## src/rtl/rom_pkg.sv

```systemverilog
// Shared types and constants for the burst-reading ROM.
// Latency: none (declarations only).
// Backpressure: not applicable.
package rom_pkg;

    localparam int DEF_DATA_W = 4;
    localparam int DEF_ADDR_W = 2;

    typedef enum logic [1:0] {
        IDLE  = 2'd0,
        BURST = 2'd1,
        DONE  = 2'd2
    } state_t;

    // Even parity bit: the value that makes the XOR over data plus parity zero.
    function automatic logic even_parity(input logic [31:0] v);
        return ^v;
    endfunction

endpackage

```

## src/rtl/rom_burst_reader.sv

```systemverilog
// Parametrised ROM streaming a wrap-around burst of consecutive words per command.
// Latency: start to first data_valid is 2 cycles; one beat per cycle after that.
// Backpressure: data_valid & !data_ready holds data_out/data_last and stalls reads.
// Optional parity checking is built only when ROM_PARITY_EN is defined.
module rom_burst_reader
    import rom_pkg::*;
#(
    parameter int DATA_W = DEF_DATA_W,
    parameter int ADDR_W = DEF_ADDR_W,
    parameter int DEPTH  = 1 << ADDR_W
) (
    input  logic              clk,
    input  logic              rst,
    input  logic              start,
    input  logic [ADDR_W-1:0] start_addr,
    input  logic [ADDR_W-1:0] burst_len,
    output logic              busy,
    output logic [DATA_W-1:0] data_out,
    output logic              data_valid,
    input  logic              data_ready,
    output logic              data_last
`ifdef ROM_PARITY_EN
    ,
    output logic              parity_err
`endif
);

`ifdef ROM_PARITY_EN
    localparam int MEM_W = DATA_W + 1;
`else
    localparam int MEM_W = DATA_W;
`endif

    // Contents are loaded from outside through the instance hierarchy.
    logic [MEM_W-1:0] mem [0:DEPTH-1];

    state_t            state_q, state_d;
    logic [ADDR_W-1:0] ptr_q, ptr_d;
    logic [ADDR_W-1:0] rem_q, rem_d;
    logic [DATA_W-1:0] data_q, data_d;
    logic              vld_q, vld_d;
    logic              last_q, last_d;
    logic [MEM_W-1:0]  rd_word;
    logic              slot_free;
`ifdef ROM_PARITY_EN
    logic              perr_q, perr_d;
`endif

    assign rd_word   = mem[ptr_q];
    assign slot_free = !vld_q || data_ready;

    // State and output registers; reset also aborts any burst in flight.
    always_ff @(posedge clk) begin
        if (rst) begin
            state_q <= IDLE;
            ptr_q   <= '0;
            rem_q   <= '0;
            data_q  <= '0;
            vld_q   <= 1'b0;
            last_q  <= 1'b0;
`ifdef ROM_PARITY_EN
            perr_q  <= 1'b0;
`endif
        end else begin
            state_q <= state_d;
            ptr_q   <= ptr_d;
            rem_q   <= rem_d;
            data_q  <= data_d;
            vld_q   <= vld_d;
            last_q  <= last_d;
`ifdef ROM_PARITY_EN
            perr_q  <= perr_d;
`endif
        end
    end

    // Next-state logic: accept a command, issue reads into a free slot, drain the last beat.
    always_comb begin
        state_d = state_q;
        ptr_d   = ptr_q;
        rem_d   = rem_q;
        data_d  = data_q;
        vld_d   = vld_q;
        last_d  = last_q;
`ifdef ROM_PARITY_EN
        perr_d  = perr_q;
`endif
        case (state_q)
            IDLE: begin
                if (start) begin
                    ptr_d   = start_addr;
                    rem_d   = burst_len;
                    state_d = BURST;
                end
            end
            BURST: begin
                if (slot_free) begin
                    data_d = rd_word[DATA_W-1:0];
                    vld_d  = 1'b1;
                    last_d = (rem_q == '0);
`ifdef ROM_PARITY_EN
                    perr_d = rd_word[DATA_W] != even_parity(32'(rd_word[DATA_W-1:0]));
`endif
                    // Wrap explicitly so DEPTH need not be a power of two.
                    ptr_d  = (ptr_q == ADDR_W'(DEPTH - 1)) ? '0 : ptr_q + 1'b1;
                    rem_d  = rem_q - 1'b1;
                    if (rem_q == '0) begin
                        state_d = DONE;
                    end
                end
            end
            DONE: begin
                if (vld_q && data_ready) begin
                    vld_d   = 1'b0;
                    last_d  = 1'b0;
`ifdef ROM_PARITY_EN
                    perr_d  = 1'b0;
`endif
                    state_d = IDLE;
                end
            end
            default: state_d = IDLE;
        endcase
    end

    assign busy       = (state_q != IDLE);
    assign data_out   = data_q;
    assign data_valid = vld_q;
    assign data_last  = last_q;
`ifdef ROM_PARITY_EN
    assign parity_err = perr_q;
`endif

endmodule
```

## config.mk

```make
export PLATFORM = sky130hd
export DESIGN_NAME = rom_burst_reader
export DESIGN_NICKNAME = d
export VERILOG_FILES = /design/src/rtl/rom_pkg.sv /design/src/rtl/rom_burst_reader.sv
export SDC_FILE = /design/constraint.sdc
export NUM_CORES = 1
export LEC_CHECK = 0
export CAP_MARGIN = 20
export CORE_AREA = 10 10 47 49
export DETAILED_ROUTE_END_ITERATION = 16
export DIE_AREA = 0 0 57 59
export PLACE_DENSITY_LB_ADDON = 0.12
export REMOVE_ABC_BUFFERS = 1
export SYNTH_ARGS = -nofsm -noshare
export SYNTH_HDL_FRONTEND = slang
export SYNTH_SLANG_ARGS = --single-unit
```

## constraint.sdc

```tcl
create_clock -name clk -period 1.6 [get_ports clk]
set_clock_uncertainty 0.05 [all_clocks]
set_input_delay 0.32 -clock clk [delete_from_list [all_inputs] [get_ports clk]]
set_output_delay 0.32 -clock clk [all_outputs]
set_load 0.005 [all_outputs]
```

==> flow_summary_export.csv, run 1 <==
group,metric,value,unit
route,first_pass_iters,3,
clock_tree,ctsHoldBuffers,0,
clock_tree,cts_tree,"yes",
sta,finalCriticalPeriod,1.464,ns
critical_path,timing.rr.end,"rem_q[0]",
power_and_ir_drop,p_leak,0.2192,nW
clock_tree,cts_setup_buffers,0,
clock_tree,clk_latency,0.25,ns
global_routing,grt-ovfl-total,0,
global_routing,grt_max_degree,11,
critical_path,crit_arrival,1.09,ns
critical_path,critPathRequiredTime,1.23,ns
route,wl_per_cell,12.47,um
layout,drive_gt1_frac,0.2167,
critical_path,crit_start,"data_valid",
yosys,synth_top_family_by_area,"compound AO/OA/AOI/OAI gates",
clock_tree,root_buffer,"clkbuf_4",
yosys,synth_common_cells,"dfxtp_1 (6), buf_4 (4), o21ai_0 (4)",
route,drtIter0Drc,5,
placement,hpwl,748.5,um
yosys,synth-xor-area-share,0,
critical_path,slowest_delay,0.51,ns
yosys,yosys.area.top_type,"dfxtp_1",
sta,max_freq,683.1,MHz
job,maxCapViolations,0,
route,via_per_inst,4.763,
global_routing,antenna_found_initial,0,
sta,drv_slew,0,
critical_path,critPathBufInv,1,
yosys,ys_seq_elements,6,
placement,numPortBuffers,8,
critical_path,cp-end-kind,"output pin",
critical_path,path_max_fanout,2,
yosys,synth_edf_count,0,
yosys,yosys.area_share.simple,0.2484,
layout,diodes,0,
critical_path,crit_path_cell_trace,"clkdlybuf4s50_1",
clock_tree,h-tree-depth,1,
placement,place_congestion,0.7112,
placement,placedCellCount,73,
critical_path,rr_worst_depth,4,
die,die_h,59,um
layout,nets,71,
route,remaining_drc_errors,0,
yosys,syn_inst,46,
die,fp.dieW,57,um
sta,finalSetupTns,0,ns
layout,area_delta_synth_final,33.96,%
outcome,status,"completed",
route,vias,362,
clock_tree,clk_path_buf_depth,2,
yosys,synth_ff_type,"dfxtp_1",
yosys,synth_fa_ha_area_frac,0.03145,
clock_tree,cts.sinks,6,
yosys,ys_warn_count,0,
layout,fin_cells,76,
global_routing,grt_pass1_wl,1600,um
power_and_ir_drop,p_per_area,1290,mW/mm2
critical_path,r2r_start,"state_q[0]",
power_and_ir_drop,ir_worst_vdd,0.0005811,V
die,coreArea,0.001401,mm2
critical_path,criticalPathCategory,"reg2out",
critical_path,path_depth,1,
yosys,synthTopCellsByArea,"dfxtp_1 (30%), buf_4 (7.5%), nand3b_1 (5.7%)",
sta,setup_violations,0,
critical_path,critPathTopFamily,"buffers and inverters",
yosys,synthesis.area,397.9,um2
yosys,synth_most_common_cell,"dfxtp_1",
critical_path,rrSetupSlack,0.21,ns
yosys,synth-compound-area-share,0.2673,
yosys,muxShareOfSynthArea,0.02516,
sta,finalHoldViolCount,0,
yosys,yosysTopAreaCellShare,0.3019,
yosys,synth_seq_area_share,0.3019,
die,initial_core_util,0.2839,
die,io_pins,15,
yosys,ys_async_sr_fraction,0,
critical_path,crit_path_end,"data_valid",
route,postRouteAntennaNets,0,
yosys,synth.distinct_cells,27,
sta,rsz0062_at_grt,"false",
global_routing,first_global_vias,371,
yosys,avgSynthCellArea,8.650,um2
critical_path,startpoint_type,"flop",
global_routing,gr-usage-all-layers,0.06266,
die,fp-row-count,14,
min_path,min_path_type,"reg2reg",
clock_tree,cts_buffers,3,
clock_tree,post_cts_resized,1,
clock_tree,cts.clk_slew.worst_paths,0.05,ns
critical_path,cp_slowest_cell,"clkdlybuf4s50_1",
die,dieArea,0.003363,mm2
sta,fin_crit_sh,0.9150,
route,drt_wl_total,948,um
-- sequential cells by signal, indices dropped and copies added, names as in the netlist --
name and cells:
data_last 1, data_valid 1, state_q 2, rem_q 2
-- layout by cell type (no fill, tap or decap) --
cell and instances:
clkdlybuf4s50_1 7, a211oi_1 1, clkbuf_4 3, o21a_1 1, or2_2 1, mux2i_1 1, nor3_1 1, buf_4 5
a311oi_1 1, conb_1 4, nor2_1 1, and2b_1 1, nand3b_1 3, ha_1 1, o21ai_0 4, o2111ai_2 1
or4b_4 1, a22oi_2 1, inv_1 3, nand3_1 2, o211a_1 1, nand2_1 1, dfxtp_1 6, a21oi_1 3
dlygate4sd2_1 1, nor2b_1 1, nor3b_1 1, o21ba_2 1, nand2b_1 2
-- report_power, final --
part	leakage (nW)	switching, mW	internal, mW
sequential	0.0496	0.0230	0.193
combinational	0.156	0.150	0.179
clock	0.0138	0.0590	0.0852
-- layer usage --
layer	share of wire	global-route usage	routed length [um]	vias to the layer above
li1	-	-	-	189
met1	0.45	0.06057	425	161
met2	0.47	0.09612	442	10
met3	0.078	0.04936	74	2
met4	0.0053	0.03020	5	0
met5	0	0	0	-
-- cell type report --
class	count	area, um2
Inverter	3	11.26
Sequential cell	6	120.1
Tap cell	16	20.02
Fill cell	162	868.3
Multi-Input combinational cell	35	242.7
Clock buffer	3	22.52
Timing Repair Buffer	13	116.4
-- how the worst min path moves through the flow --
stage,from,end,slack [ns],cells after the start
after CTS,rem_q[1],rem_q[1],0.47,2
after global routing,rem_q[1],rem_q[1],0.50,2
after detailed placement,rem_q[1],rem_q[1],0.46,2
after floorplan,rst,rem_q[1],0.34,1
after global placement,rem_q[0],rem_q[0],0.46,2
final,rem_q[1],rem_q[1],0.46,2
-- metrics by stage --
step,utilization,setup WS [ns],cell area [um2],power (mW),hold WS (ns)
finish,0.3804,0.1360,533.0,0.6878,0.4629
floorplan,-,0.3304,374.1,0.4180,0.3421
CTS,0.3804,0.1139,533.0,0.7041,0.4670
global route,0.3804,0.06661,533.0,0.7626,0.4955
detailed placement,0.3652,-0.04643,511.7,0.5581,0.4636
global placement,0.3652,-0.04548,511.7,0.5634,0.4550
-- logic make-up (layout without fill, tap and decap cells) --
family | after synthesis | count (layout)
AOI/OAI and AO/OA | 14 | 14
buffers and inverters | 8 | 19
DFF | 6 | 6
adders and majority gates | 1 | 1
muxes | 1 | 1
other | 1 | 4
and+or+nand+nor | 15 | 15
Note: power is estimated with default switching activity, not from simulation.
==> inputs of run 2 (changes only) <==
ABC_AREA = 1   (was default)
==> run 2 against run 1 <==
Compared with the run above: non-clock buffer count is 4 lower; maximum frequency down 3.3%; via count decreased by 4.7%; synthesized area fell by 7.9%; sequential share of layout area is 3.1 points higher; critical endpoint unchanged; sequential power is 22% higher; combinational power rose by 35%; largest cell class unchanged; final area down 10%; worst setup slack got worse by 0.050 ns.
==> flow_summary_export.csv, run 2 <==
group,metric,value,unit
critical_path,crit_arrival,1.14,ns
yosys,yosysTopAreaCellShare,0.3276,
global_routing,gr-usage-all-layers,0.05158,
critical_path,critPathTopFamily,"buffers and inverters",
sta,finalCriticalPeriod,1.514,ns
die,initial_core_util,0.2616,
critical_path,r2r_start,"rem_q[0]",
clock_tree,cts.clk_slew.worst_paths,0.04,ns
route,postRouteAntennaNets,0,
sta,finalSetupTns,0,ns
power_and_ir_drop,ir_worst_vdd,0.0005747,V
layout,final_cell_mix,"nand2_1 (15), nor2_1 (10), inv_1 (7), clkdlybuf4s50_1 (7)",
placement,place_congestion,0.6750,
die,coreArea,0.001401,mm2
critical_path,startpoint_type,"flop",
yosys,synthesis.area,366.6,um2
layout,fill_cells,163,
layout,fin_util,0.3420,
die,io_pins,15,
clock_tree,h-tree-depth,1,
route,drtIter0Drc,3,
layout,largestRegisters,"rem_q x2, state_q x2",
route,first_pass_iters,2,
sta,rsz0062_at_grt,"false",
global_routing,grt_max_degree,9,
layout,diodes,0,
yosys,yosys.area.top_type,"dfxtp_1",
global_routing,grt-ovfl-total,0,
critical_path,critPathRequiredTime,1.23,ns
outcome,status,"completed",
yosys,avgSynthCellArea,6.214,um2
layout,multiInputGateArea,193.9,um2
route,remaining_drc_errors,0,
yosys,synthTopCellsByArea,"dfxtp_1 (33%), nand2_1 (15%), nor2_1 (10%)",
global_routing,grt_pass1_wl,1338,um
die,dieArea,0.003363,mm2
die,fp.dieW,57,um
clock_tree,root_buffer,"clkbuf_4",
critical_path,crit_start,"data_valid",
placement,numPortBuffers,8,
clock_tree,clk_latency,0.25,ns
critical_path,criticalPathCategory,"reg2out",
critical_path,critPathBufInv,1,
placement,hpwl,622.6,um
yosys,synth_edf_count,0,
critical_path,path_depth,1,
layout,nets,81,
critical_path,cp-end-kind,"output pin",
route,wl_per_cell,8.744,um
power_and_ir_drop,p_leak,0.2377,nW
clock_tree,cts_tree,"yes",
die,die_h,59,um
clock_tree,cts_buffers,3,
clock_tree,post_cts_resized,3,
critical_path,timing.rr.end,"state_q[0]",
critical_path,slowest_delay,0.52,ns
min_path,min_path_type,"reg2reg",
yosys,synth_common_cells,"nand2_1 (15), nor2_1 (10), inv_1 (7)",
yosys,synth_seq_area_share,0.3276,
yosys,synth_most_common_cell,"nand2_1",
route,drt_wl_total,752,um
die,fp-row-count,14,
sta,finalHoldViolCount,0,
critical_path,rr_worst_depth,8,
route,vias,345,
layout,final_common_cell,"nand2_1",
yosys,syn_inst,59,
sta,fin_crit_sh,0.9463,
clock_tree,cts_setup_buffers,0,
job,maxCapViolations,0,
power_and_ir_drop,p_per_area,1772,mW/mm2
yosys,synth_ff_type,"dfxtp_1",
sta,drv_slew,0,
sta,setup_violations,0,
layout,area_delta_synth_final,30.72,%
critical_path,path_max_fanout,5,
clock_tree,ctsHoldBuffers,0,
critical_path,crit_path_end,"data_valid",
layout,drive_gt1_frac,0.1857,
sta,max_freq,660.5,MHz
yosys,ys_seq_elements,6,
critical_path,cp_slowest_cell,"clkdlybuf4s50_1",
clock_tree,cts.sinks,6,
yosys,synth.distinct_cells,14,
critical_path,rrSetupSlack,0.51,ns
yosys,ys_async_sr_fraction,0,
clock_tree,clk_path_buf_depth,2,
yosys,ys_warn_count,0,
route,via_per_inst,4.012,
critical_path,crit_path_cell_trace,"clkdlybuf4s50_1",
global_routing,antenna_found_initial,0,
layout,regArea,122.6,um2
global_routing,first_global_vias,327,
==> run 2: how the worst min path moves through the flow <==
stage / start / endpoint / slack, ns / depth (start not counted)
floorplan: rst / data_last / 0.34 / 1
global placement: data_last / data_last / 0.40 / 2
detailed placement: data_last / data_last / 0.41 / 2
CTS: data_last / data_last / 0.41 / 2
global route: data_last / data_last / 0.47 / 2
finish: data_last / data_last / 0.41 / 2
==> run 2: logic make-up (layout without fill, tap and decap cells) <==
logic type / count (synthesis) / count (layout) / synth area share
AND/OR/NAND/NOR: 32 / 32 / 0.3720
AO/OA/AOI/OAI: 6 / 6 / 0.08189
buffers and inverters: 13 / 21 / 0.1741
adder cells (fa/ha/maj): 1 / 1 / 0.03412
other: 1 / 4 / 0.01023
flip-flops: 6 / 6 / 0.3277
==> run 2: metal layers <==
| layer | track usage | part of all wire | vias to the layer above |
|---|---|---|---|
| li1 | - | - | 194 |
| met2 | 0.06357 | 0.36 | 14 |
| met5 | 0 | 0 | - |
| met4 | 0.06040 | 0.051 | 0 |
| met1 | 0.05150 | 0.44 | 132 |
| met3 | 0.03648 | 0.15 | 5 |
==> run 2: layout make-up <==
| type | instances | share of cell area |
|---|---|---|
| multi-input cells | 43 | 0.4047 |
| repair buffers | 9 | 0.1802 |
| flip-flops and latches | 6 | 0.2559 |
| clock buffers | 3 | 0.04700 |
| well taps | 16 | 0.04178 |
| inverters | 9 | 0.07050 |
==> run 2: per-stage QoR <==
stage	setup WS, ns	area [um2]	power, mW	instances	hold WS, ns
final	0.08590	479.2	0.8492	86	0.4103
after global routing	0.0008983	479.2	0.9644	86	0.4670
after CTS	0.06920	479.2	0.8692	86	0.4137
after detailed placement	0.1036	455.4	0.7282	83	0.4088
after global placement	0.1023	455.4	0.7323	83	0.4045
after floorplan	0.5723	347.8	0.5725	58	0.3391
==> run 2: where the power goes <==
group          switching [mW]  total [mW]  internal (mW)  leakage [nW]
logic                   0.251       0.443          0.192         0.174
registers              0.0422       0.263          0.221        0.0503
clock network          0.0579       0.143         0.0851        0.0138
==> inputs of run 3 (changes only) <==
PLACE_DENSITY = 0.53   (was default)
PLACE_DENSITY_LB_ADDON = default   (was 0.12)
==> run 3 against run 2 <==
Compared with the run above: clock power fell by 4%; power rose by 0.37%; via count rose by 2.0%; critical path type unchanged; die area did not move; hold slack improved by 0.0040 ns.
==> flow_summary_export.csv, run 3 (same netlist as run 2, synthesis figures left out) <==
group,metric,value,unit
outcome,status,"completed",
sta,max_freq,663.8,MHz
route,postRouteAntennaNets,0,
global_routing,antenna_found_initial,0,
clock_tree,clk_latency,0.24,ns
placement,hpwl,643.3,um
critical_path,cp_slowest_cell,"clkdlybuf4s50_1",
placement,numPortBuffers,8,
die,coreArea,0.001401,mm2
sta,drv_slew,0,
clock_tree,cts.clk_slew.worst_paths,0.04,ns
route,via_per_inst,4.141,
layout,diodes,0,
power_and_ir_drop,power.share.combinational,0.531,
layout,nets,80,
clock_tree,root_buffer,"clkbuf_4",
die,fp-row-count,14,
power_and_ir_drop,power,852.4,uW
route,vias,352,
power_and_ir_drop,ir_worst_vdd,0.0007275,V
die,initial_core_util,0.2616,
min_path,min_path_type,"reg2reg",
critical_path,timing.rr.end,"state_q[0]",
route,drtIter0Drc,2,
global_routing,grt-ovfl-total,0,
power_and_ir_drop,p_per_area,1793,mW/mm2
sta,rsz0062_at_grt,"false",
min_path,whs_path_depth,2,
clock_tree,clk_path_buf_depth,2,
clock_tree,ctsHoldBuffers,0,
power_and_ir_drop,p_int,500.3,uW
sta,finalCriticalPeriod,1.507,ns
critical_path,crit_path_cell_trace,"clkdlybuf4s50_1",
layout,final_common_cell,"nand2_1",
critical_path,crit_arrival,1.14,ns
route,remaining_drc_errors,0,
sta,setup_slack,0.09346,ns
critical_path,slowest_delay,0.53,ns
die,fp.dieW,57,um
layout,area_delta_synth_final,29.69,%
critical_path,critPathTopFamily,"buffers and inverters",
critical_path,path_max_fanout,5,
critical_path,cp-end-kind,"output pin",
layout,fin_cells,85,
sta,finalHoldViolCount,0,
global_routing,grt_pass1_wl,1255,um
placement,placedCellCount,82,
layout,fill_cells,165,
clock_tree,cts_tree,"yes",
sta,setup_violations,0,
layout,multiInputGateArea,193.9,um2
critical_path,startpoint_type,"flop",
route,first_pass_iters,2,
clock_tree,cts_buffers,3,
sta,finalSetupTns,0,ns
min_path,hold_end,"data_last",
sta,fin_crit_sh,0.9416,
critical_path,rr_worst_depth,8,
layout,largestRegisters,"rem_q x2, state_q x2",
placement,post-place-ws,0.08153,ns
power_and_ir_drop,power.switching,352.1,uW
layout,regArea,122.6,um2
critical_path,critPathBufInv,1,
clock_tree,h-tree-depth,1,
critical_path,rrSetupSlack,0.51,ns
die,die_h,59,um
route,wl_per_cell,8.871,um
layout,fin_util,0.3393,
critical_path,critPathRequiredTime,1.23,ns
layout,drive_gt1_frac,0.1739,
die,io_pins,15,
layout,final_cell_mix,"nand2_1 (15), nor2_1 (10), inv_1 (7), clkdlybuf4s50_1 (7)",
route,drt_wl_total,754,um
min_path,worstHoldStart,"data_last",
power_and_ir_drop,seq_power_share,0.308,
power_and_ir_drop,p_leak,0.2432,nW
global_routing,grt_max_degree,9,
critical_path,r2r_start,"rem_q[0]",
power_and_ir_drop,clkPwrFrac,0.160,
global_routing,gr-usage-all-layers,0.04595,
die,dieArea,0.003363,mm2
power_and_ir_drop,switching_share,0.4130,
job,maxCapViolations,0,
global_routing,first_global_vias,363,
clock_tree,cts.sinks,6,
placement,place_congestion,0.6955,
critical_path,criticalPathCategory,"reg2out",
-- run 3: repair_timing --
item | in CTS | in global routing
endpoints found under the setup margin | 1 | 1
gates resized for setup | 2 | 1
setup buffers | 0 | 0
-- run 3: worst max-delay path by stage --
stage	from	to	slack, ns	cells after the start
3_3_place_gp	data_ready	rem_q[1]	0.08	8
4_1_cts	state_q[1]	busy	0.0004	3
6_report	data_valid	data_valid	0.09	1
5_1_grt	data_valid	data_valid	0.02	1
2_1_floorplan	rem_q[0]	state_q[0]	0.57	8
3_5_place_dp	data_ready	rem_q[0]	0.08	9
-- run 3: cell type report --
class / count / share of cell area
Sequential cell: 6 / 0.2579
Inverter: 9 / 0.07105
Timing Repair Buffer: 8 / 0.1737
Tap cell: 16 / 0.04211
Clock buffer: 3 / 0.04737
Multi-Input combinational cell: 43 / 0.4079
-- run 3: worst register-to-register path, stage by stage (launching register included) --
cell and delay [ns]:
dfxtp_1 0.31, inv_1 0.05, ha_1 0.21, nor2_1 0.10
nor2_1 0.05, nand2_1 0.07, nand2_1 0.05, nand2_1 0.05
nor2_1 0.03
-- run 3: metrics by stage --
stage               cell area, um2  hold slack [ns]
finish                       475.5           0.4143
global route                 475.5           0.4667
CTS                          473.0           0.4149
detailed placement           447.9           0.4038
global placement             447.9           0.4060
floorplan                    347.8           0.3391
-- run 3: routing by layer --
layer  GRT usage  part of all wire  up-vias
met5           0                 0        -
met2     0.07597              0.49        8
met1     0.04311              0.43      151
met4     0.03020             0.013        0
li1            -                 -      191
met3     0.02575             0.068        2
-- run 3: power groups by stage --
| stage | logic [mW] | clock network, mW | registers [mW] |
|---|---|---|---|
| 2_1_floorplan | 0.315 | 0 | 0.257 |
| 3_3_place_gp | 0.462 | 0 | 0.259 |
| 3_5_place_dp | 0.464 | 0 | 0.262 |
| 4_1_cts | 0.468 | 0.141 | 0.264 |
| 5_1_grt | 0.524 | 0.155 | 0.272 |
| 6_report | 0.453 | 0.137 | 0.263 |
